==> src/rtl/alu_pkg.sv <==
// -----------------------------------------------------------------------------
// alu_pkg
// Shared definitions for the execute-stage ALU and the ALU control block that
// produces aluCode: the 4-bit operation codes, the bit positions inside the
// 4-bit flags word, a packed view of that word, and a helper that says which
// codes count as real (non-noop, legal) operations.
// -----------------------------------------------------------------------------
package alu_pkg;

    // Operation codes as driven by ALU control.
    localparam logic [3:0] ALU_NOOP = 4'b0000;
    localparam logic [3:0] ALU_ADD  = 4'b0001;
    localparam logic [3:0] ALU_SUB  = 4'b0010;
    localparam logic [3:0] ALU_AND  = 4'b0011;
    localparam logic [3:0] ALU_OR   = 4'b0100;
    localparam logic [3:0] ALU_SLT  = 4'b0101;

    // Bit positions inside the flags word {illegal, overflow, carry, zero}.
    localparam int unsigned FLAG_ZERO     = 0;
    localparam int unsigned FLAG_CARRY    = 1;
    localparam int unsigned FLAG_OVERFLOW = 2;
    localparam int unsigned FLAG_ILLEGAL  = 3;

    // Packed view of the flags word; field order matches the bit indices above.
    typedef struct packed {
        logic illegal;
        logic overflow;
        logic carry;
        logic zero;
    } alu_flags_t;

    // True for the codes that perform real work (add..slt). These are the
    // only codes that report a zero flag and advance the operation counter.
    function automatic logic is_counted(input logic [3:0] code);
        logic hit;
        case (code)
            ALU_ADD, ALU_SUB, ALU_AND, ALU_OR, ALU_SLT: hit = 1'b1;
            default:                                    hit = 1'b0;
        endcase
        return hit;
    endfunction

endpackage : alu_pkg

==> src/rtl/alu_core.sv <==
// -----------------------------------------------------------------------------
// alu_core
// Purely combinational ALU datapath: maps (aluCode, opA, opB) to a result and
// the {illegal, overflow, carry, zero} flags. No state; the enclosing alu_exec
// registers the outputs and owns the handshake.
//
// Ports
//   aluCode  in   4      operation code (see alu_pkg)
//   opA/opB  in   WIDTH  operands (two's complement where signedness matters)
//   result   out  WIDTH  operation result
//   flags    out  4      {illegal, overflow, carry, zero}
//
// WIDTH must be at least 4.
// -----------------------------------------------------------------------------
module alu_core
    import alu_pkg::*;
#(
    parameter int WIDTH = 16
) (
    input  logic [3:0]       aluCode,
    input  logic [WIDTH-1:0] opA,
    input  logic [WIDTH-1:0] opB,
    output logic [WIDTH-1:0] result,
    output logic [3:0]       flags
);

    // One extra bit on each arithmetic path exposes carry-out / borrow.
    logic [WIDTH:0]   sum_s;
    logic [WIDTH:0]   diff_s;
    logic             slt_s;
    logic [WIDTH-1:0] res_s;
    alu_flags_t       fl_s;

    assign sum_s  = {1'b0, opA} + {1'b0, opB};
    // With a zero-extended subtraction the top bit is set exactly when
    // opA < opB unsigned, which is the borrow we report as carry.
    assign diff_s = {1'b0, opA} - {1'b0, opB};
    assign slt_s  = ($signed(opA) < $signed(opB)) ? 1'b1 : 1'b0;

    // Operation select and flag generation.
    always_comb begin
        res_s = {WIDTH{1'b0}};
        fl_s  = '0;
        case (aluCode)
            ALU_NOOP: begin
                res_s = {WIDTH{1'b0}};
            end
            ALU_ADD: begin
                res_s         = sum_s[WIDTH-1:0];
                fl_s.carry    = sum_s[WIDTH];
                // Signed overflow: same-sign operands, result sign differs.
                fl_s.overflow = (opA[WIDTH-1] == opB[WIDTH-1]) &&
                                (sum_s[WIDTH-1] != opA[WIDTH-1]);
            end
            ALU_SUB: begin
                res_s         = diff_s[WIDTH-1:0];
                fl_s.carry    = diff_s[WIDTH];
                // Signed overflow: opposite-sign operands, result sign
                // differs from the minuend.
                fl_s.overflow = (opA[WIDTH-1] != opB[WIDTH-1]) &&
                                (diff_s[WIDTH-1] != opA[WIDTH-1]);
            end
            ALU_AND: begin
                res_s = opA & opB;
            end
            ALU_OR: begin
                res_s = opA | opB;
            end
            ALU_SLT: begin
                res_s = {{(WIDTH-1){1'b0}}, slt_s};
            end
            default: begin
                res_s        = {WIDTH{1'b0}};
                fl_s.illegal = 1'b1;
            end
        endcase

        // Zero only reflects a real operation; noop/illegal report zero=0
        // even though their result is 0.
        if (is_counted(aluCode)) begin
            fl_s.zero = (res_s == {WIDTH{1'b0}}) ? 1'b1 : 1'b0;
        end else begin
            fl_s.zero = 1'b0;
        end
    end

    assign result = res_s;
    assign flags  = fl_s;

endmodule : alu_core

==> src/rtl/alu_exec.sv <==
// -----------------------------------------------------------------------------
// alu_exec
// Execute-stage ALU with a valid/ready handshake on both sides and a single
// output register. An operation accepted at an edge is presented on the next
// cycle; while the consumer stalls the result is held. A transfer and a new
// accept can happen on the same edge, so a continuously ready consumer sees
// one result per cycle with no bubbles.
//
// Ports
//   clk        in   1      clock, all state updates on the rising edge
//   reset      in   1      synchronous active-high reset
//   in_valid   in   1      an operation is offered
//   in_ready   out  1      the offered operation is taken this cycle
//   aluCode    in   4      operation code (see alu_pkg)
//   opA/opB    in   WIDTH  operands
//   out_valid  out  1      result/flags are valid
//   out_ready  in   1      consumer takes the result this cycle
//   result     out  WIDTH  registered result
//   flags      out  4      registered {illegal, overflow, carry, zero}
//   op_count   out  16     completed add/sub/and/or/slt operations, saturating
// -----------------------------------------------------------------------------
module alu_exec
    import alu_pkg::*;
#(
    parameter int WIDTH = 16
) (
    input  logic             clk,
    input  logic             reset,
    input  logic             in_valid,
    output logic             in_ready,
    input  logic [3:0]       aluCode,
    input  logic [WIDTH-1:0] opA,
    input  logic [WIDTH-1:0] opB,
    output logic             out_valid,
    input  logic             out_ready,
    output logic [WIDTH-1:0] result,
    output logic [3:0]       flags,
    output logic [15:0]      op_count
);

    // Output-register occupancy states.
    localparam logic [0:0] ST_EMPTY = 1'b0;
    localparam logic [0:0] ST_FULL  = 1'b1;

    logic [0:0]       state_q;
    logic [0:0]       state_d;
    logic [WIDTH-1:0] result_q;
    logic [WIDTH-1:0] result_d;
    logic [3:0]       flags_q;
    logic [3:0]       flags_d;
    logic [15:0]      op_count_q;
    logic [15:0]      op_count_d;

    logic             valid_s;
    logic             accept_s;
    logic             transfer_s;
    logic [WIDTH-1:0] alu_result_s;
    logic [3:0]       alu_flags_s;

    alu_core #(
        .WIDTH (WIDTH)
    ) u_core (
        .aluCode (aluCode),
        .opA     (opA),
        .opB     (opB),
        .result  (alu_result_s),
        .flags   (alu_flags_s)
    );

    assign valid_s = (state_q == ST_FULL) ? 1'b1 : 1'b0;

    // Ready whenever the register is free or being emptied this cycle.
    // Reset forces ready high so an upstream offer during reset completes
    // (and is dropped) instead of stalling on a not-yet-cleared register.
    assign in_ready   = reset | ~valid_s | out_ready;
    assign accept_s   = in_valid & in_ready & ~reset;
    assign transfer_s = valid_s & out_ready;

    // Occupancy FSM next-state.
    always_comb begin
        state_d = state_q;
        case (state_q)
            ST_EMPTY: begin
                if (accept_s) begin
                    state_d = ST_FULL;
                end else begin
                    state_d = ST_EMPTY;
                end
            end
            ST_FULL: begin
                if (transfer_s && !accept_s) begin
                    state_d = ST_EMPTY;
                end else begin
                    state_d = ST_FULL;
                end
            end
            default: begin
                state_d = ST_EMPTY;
            end
        endcase
    end

    // Output register load: only an accept replaces the held result; a bare
    // transfer leaves the stale value in place behind out_valid=0.
    always_comb begin
        if (accept_s) begin
            result_d = alu_result_s;
            flags_d  = alu_flags_s;
        end else begin
            result_d = result_q;
            flags_d  = flags_q;
        end
    end

    // Saturating count of accepted real operations.
    always_comb begin
        if (accept_s && is_counted(aluCode) && (op_count_q != 16'hFFFF)) begin
            op_count_d = op_count_q + 16'd1;
        end else begin
            op_count_d = op_count_q;
        end
    end

    // State, output register and counter with synchronous reset.
    always_ff @(posedge clk) begin
        if (reset) begin
            state_q    <= ST_EMPTY;
            result_q   <= {WIDTH{1'b0}};
            flags_q    <= 4'b0000;
            op_count_q <= 16'd0;
        end else begin
            state_q    <= state_d;
            result_q   <= result_d;
            flags_q    <= flags_d;
            op_count_q <= op_count_d;
        end
    end

    assign out_valid = valid_s;
    assign result    = result_q;
    assign flags     = flags_q;
    assign op_count  = op_count_q;

endmodule : alu_exec

==> config.mk <==
export PLATFORM = sky130hd
export DESIGN_NAME = alu_exec
export DESIGN_NICKNAME = d
export VERILOG_FILES = /design/src/rtl/alu_pkg.sv /design/src/rtl/alu_core.sv /design/src/rtl/alu_exec.sv
export SDC_FILE = /design/constraint.sdc
export NUM_CORES = 1
export LEC_CHECK = 0
export CORE_UTILIZATION = 45
export CTS_BUF_LIST = sky130_fd_sc_hd__clkbuf_8
export DETAILED_ROUTE_END_ITERATION = 8
export PLACE_DENSITY = 0.69
export SYNTH_ARGS = -nofsm -noshare
export SYNTH_HDL_FRONTEND = slang
export SYNTH_SLANG_ARGS = --single-unit
==> constraint.sdc <==
create_clock -name clk -period 4.8 [get_ports clk]
set_input_delay 0.48 -clock clk [delete_from_list [all_inputs] [get_ports clk]]
set_output_delay 0.48 -clock clk [all_outputs]
set_load 0.02 [all_outputs]
==> flow_summary.yaml <==
status:
  outcome: "completed"
clocking:
  cts_tree: "built"
  post_cts_buffers: 0
  postCtsHoldBufs: 0
  post_cts_resized: 0
  htree_levels: 2
  clock_latency_ns: 0.28
  clockRootBuffer: "clkbuf_8"
  cts.sinks: 37
  clk_pin_slew_ns: 0.07
  cts_buffers: 5
  clock_path_buffers: 2
placed_design:
  numPortBuffers: 77
  post-place-cells: 675
  place_ws_ns: 0.563
  routabilityCongestion: 0.983
  hpwl_um: 8780
sta:
  layout_setup_ws_ns: 0.795
  hold_viol_final: 0
  tightest_slew_ns: 0.824
  min_period_ns: 4.00
  fin_crit_sh: 0.834
  fin_tns_setup_ns: 0
  relSlewSlack: 0.442
  fmax_mhz: 250
  slew_violations: 0
  rsz0062_at_grt: "no"
  finalClockSkew_ns: 0.00214
  setup_viol: 0
yosys:
  synth_compound_area_frac: 0.288
  synth_async_sr_flop_share: 0
  yosysTopAreaCell: "dfxtp_1"
  synth_top_area_frac: 0.190
  synth_most_common_cell: "ha_1"
  synth_simple_gate_area_frac: 0.227
  ys_top_cells_by_count: "54 x ha_1, 50 x nor2_1, 45 x inv_1, 44 x nand2_1, 37 x dfxtp_1"
  muxShareOfSynthArea: 0.00544
  ys_seq_elements: 37
  synth_top_family_by_area: "compound AO/OA/AOI/OAI gates"
  synth_nets: 606
  synth_edf_count: 0
  netlist_area_sq_um: 3910
  synth.distinct_cells: 75
  ys.warnings.count: 0
  yosysSeqAreaShare: 0.190
  avgSynthCellArea_sq_um: 7.66
  ys.flop_type: "dfxtp_1"
  yosys.area_share.xor_xnor: 0.0359
  postSynthCellCount: 510
  synthAdderAreaFrac: 0.183
  yosys-top-cells-area: "dfxtp_1 19%, ha_1 17%, nor2_1 4.8%"
floorplan:
  die-area_sq_um: 9060
  fp-row-count: 33
  core-area_sq_um: 8300
  start_util: 0.471
  die_h_um: 95.2
  num_io_pins: 78
  fp.dieW_um: 95.2
worst_setup_path:
  cpPeakStageDelay_ns: 0.69
  cp_data_required_time_ns: 4.99
  endpoint_kind: "register"
  rr_startpoint: "state_q"
  crit_chain: "clkdlybuf4s50_1 > inv_1 > ha_1 > nor2_1 > o311ai_1 > a21oi_1 > a21oi_1 > o221ai_1 > a221oi_1 > a21bo_2 > o41ai_2"
  crit_buf_inv: 2
  start_kind: "input pin"
  path_class: "input pin to register"
  r2r_cells: 9
  crit_fanout: 5
  arrival_ns: 4.20
  startpoint: "opB[1]"
  r2r-end: "flags[0]"
  reg2reg_setup_slack_ns: 2.28
  cp_num_cells: 11
  cp_top_family: "compound AO/OA/AOI/OAI gates"
  cpMaxStageDelayCell: "o311ai_1"
  cp_common_cell: "a21oi_1"
routing:
  drt_wl_total_um: 11300
  drtIter0Drc: 212
  ant_nets: 0
  drtPass1Iterations: 5
  viasPerCell: 6.01
  post_drt_wl_per_cell_um: 16.6
  vias: 4104
  drc: 0
flow_run:
  drv_cap: 0
global_routing:
  antenna_found_initial: 0
  grt_first_pass_wirelength_um: 18100
  grt_pass1_vias: 3665
  grt_usage: 0.253
  grt-ovfl-total: 0
  grt_max_degree: 23
finish:
  final_util: 0.588
  synthToLayoutAreaGrowth_pct: 24.9
  num_antenna_cells: 0
  fin_cells: 683
  layout-drive-gt1-share: 0.0623
  fillCellCount: 816
  fin_nets: 673
worst_hold_path:
  hold_class: "register to register"
  hold_end: "result[1]"
  hold_path_depth: 2
  hold_path.startpoint: "result[1]"
pwr:
  powerDensity_nw_per_um2: 183
  power_mw: 0.894
  peakVddDrop_mv: 0.0976
  power.leakage_nw: 1.99
## flip-flops by register name (all words and copies together) (netlist names)
register / flops
flags: 4
op_count: 16
state_q: 1
result: 16
## area by class of cell
class	count	area, sq um	share of cell area
clock inverter	1	5.00	0.00102
timing repair buffer	84	823	0.169
tap	105	131	0.0269
clock buffer	7	96.3	0.0197
sequential	37	741	0.152
multi-input combinational	404	2920	0.597
inverter	45	169	0.0346
## layout by cell type, fill, tap and decap left out, drive strengths merged, types with 5 or more instances in the layout
cell type	instances
dfxtp	37
nand4	6
o31ai	5
xor2	10
a211oi	5
nor3	9
buf	7
clkbuf	7
o21bai	8
ha	54
a21oi	32
clkdlybuf4s50	77
a221oi	8
or3	7
inv	45
nand2b	6
nor4	7
xnor2	6
nor2b	8
o21a	5
o221ai	5
o211ai	7
or4	5
nand3	11
nand2	45
o22ai	5
a22o	9
o21ai	29
nor2	50
## where the power goes
| part | switching (mW) | internal, mW | leakage [nW] |
|---|---|---|---|
| combinational | 0.200 | 0.144 | 1.64 |
| sequential | 0.00415 | 0.313 | 0.299 |
| clock | 0.104 | 0.130 | 0.0542 |
| total | 0.308 | 0.586 | 1.99 |
## per-layer routing
layer / share of wire / GRT usage
met5: 0 / 0
met4: 0.011 / 0.0505
met3: 0.065 / 0.0343
met2: 0.46 / 0.423
met1: 0.46 / 0.346
## worst register-to-register path, stage by stage (launching register included)
cell and delay [ns]:
dfxtp_1 0.31, nand2b_1 0.16, nand2_1 0.22, nor2_1 0.21, nand2_1 0.07, nor3_1 0.19, nand3_1 0.11, or4_1 0.40
or4_1 0.49, o41ai_2 0.28
## how the worst max path moves through the flow
stage                          end
after floorplan           flags[0]
after global placement    flags[0]
after detailed placement  flags[0]
after CTS                 flags[0]
after global routing      flags[0]
final                     flags[0]
## per-stage QoR
stage | cell area, sq um | hold WS (ns)
after floorplan | 3910 | 0.537
after global placement | 4780 | 0.438
after detailed placement | 4780 | 0.451
after CTS | 4880 | 0.468
after global routing | 4880 | 0.487
final | 4880 | 0.470
## kinds of logic after synthesis
| kind of cell | count (synthesis) |
|---|---|
| xor+xnor | 16 |
| flops | 37 |
| buf+inv | 69 |
| compound gates | 156 |
| mux | 2 |
| simple gates | 174 |
| fa+ha+maj | 56 |
No activity file was read; power rests on OpenSTA's default activity.
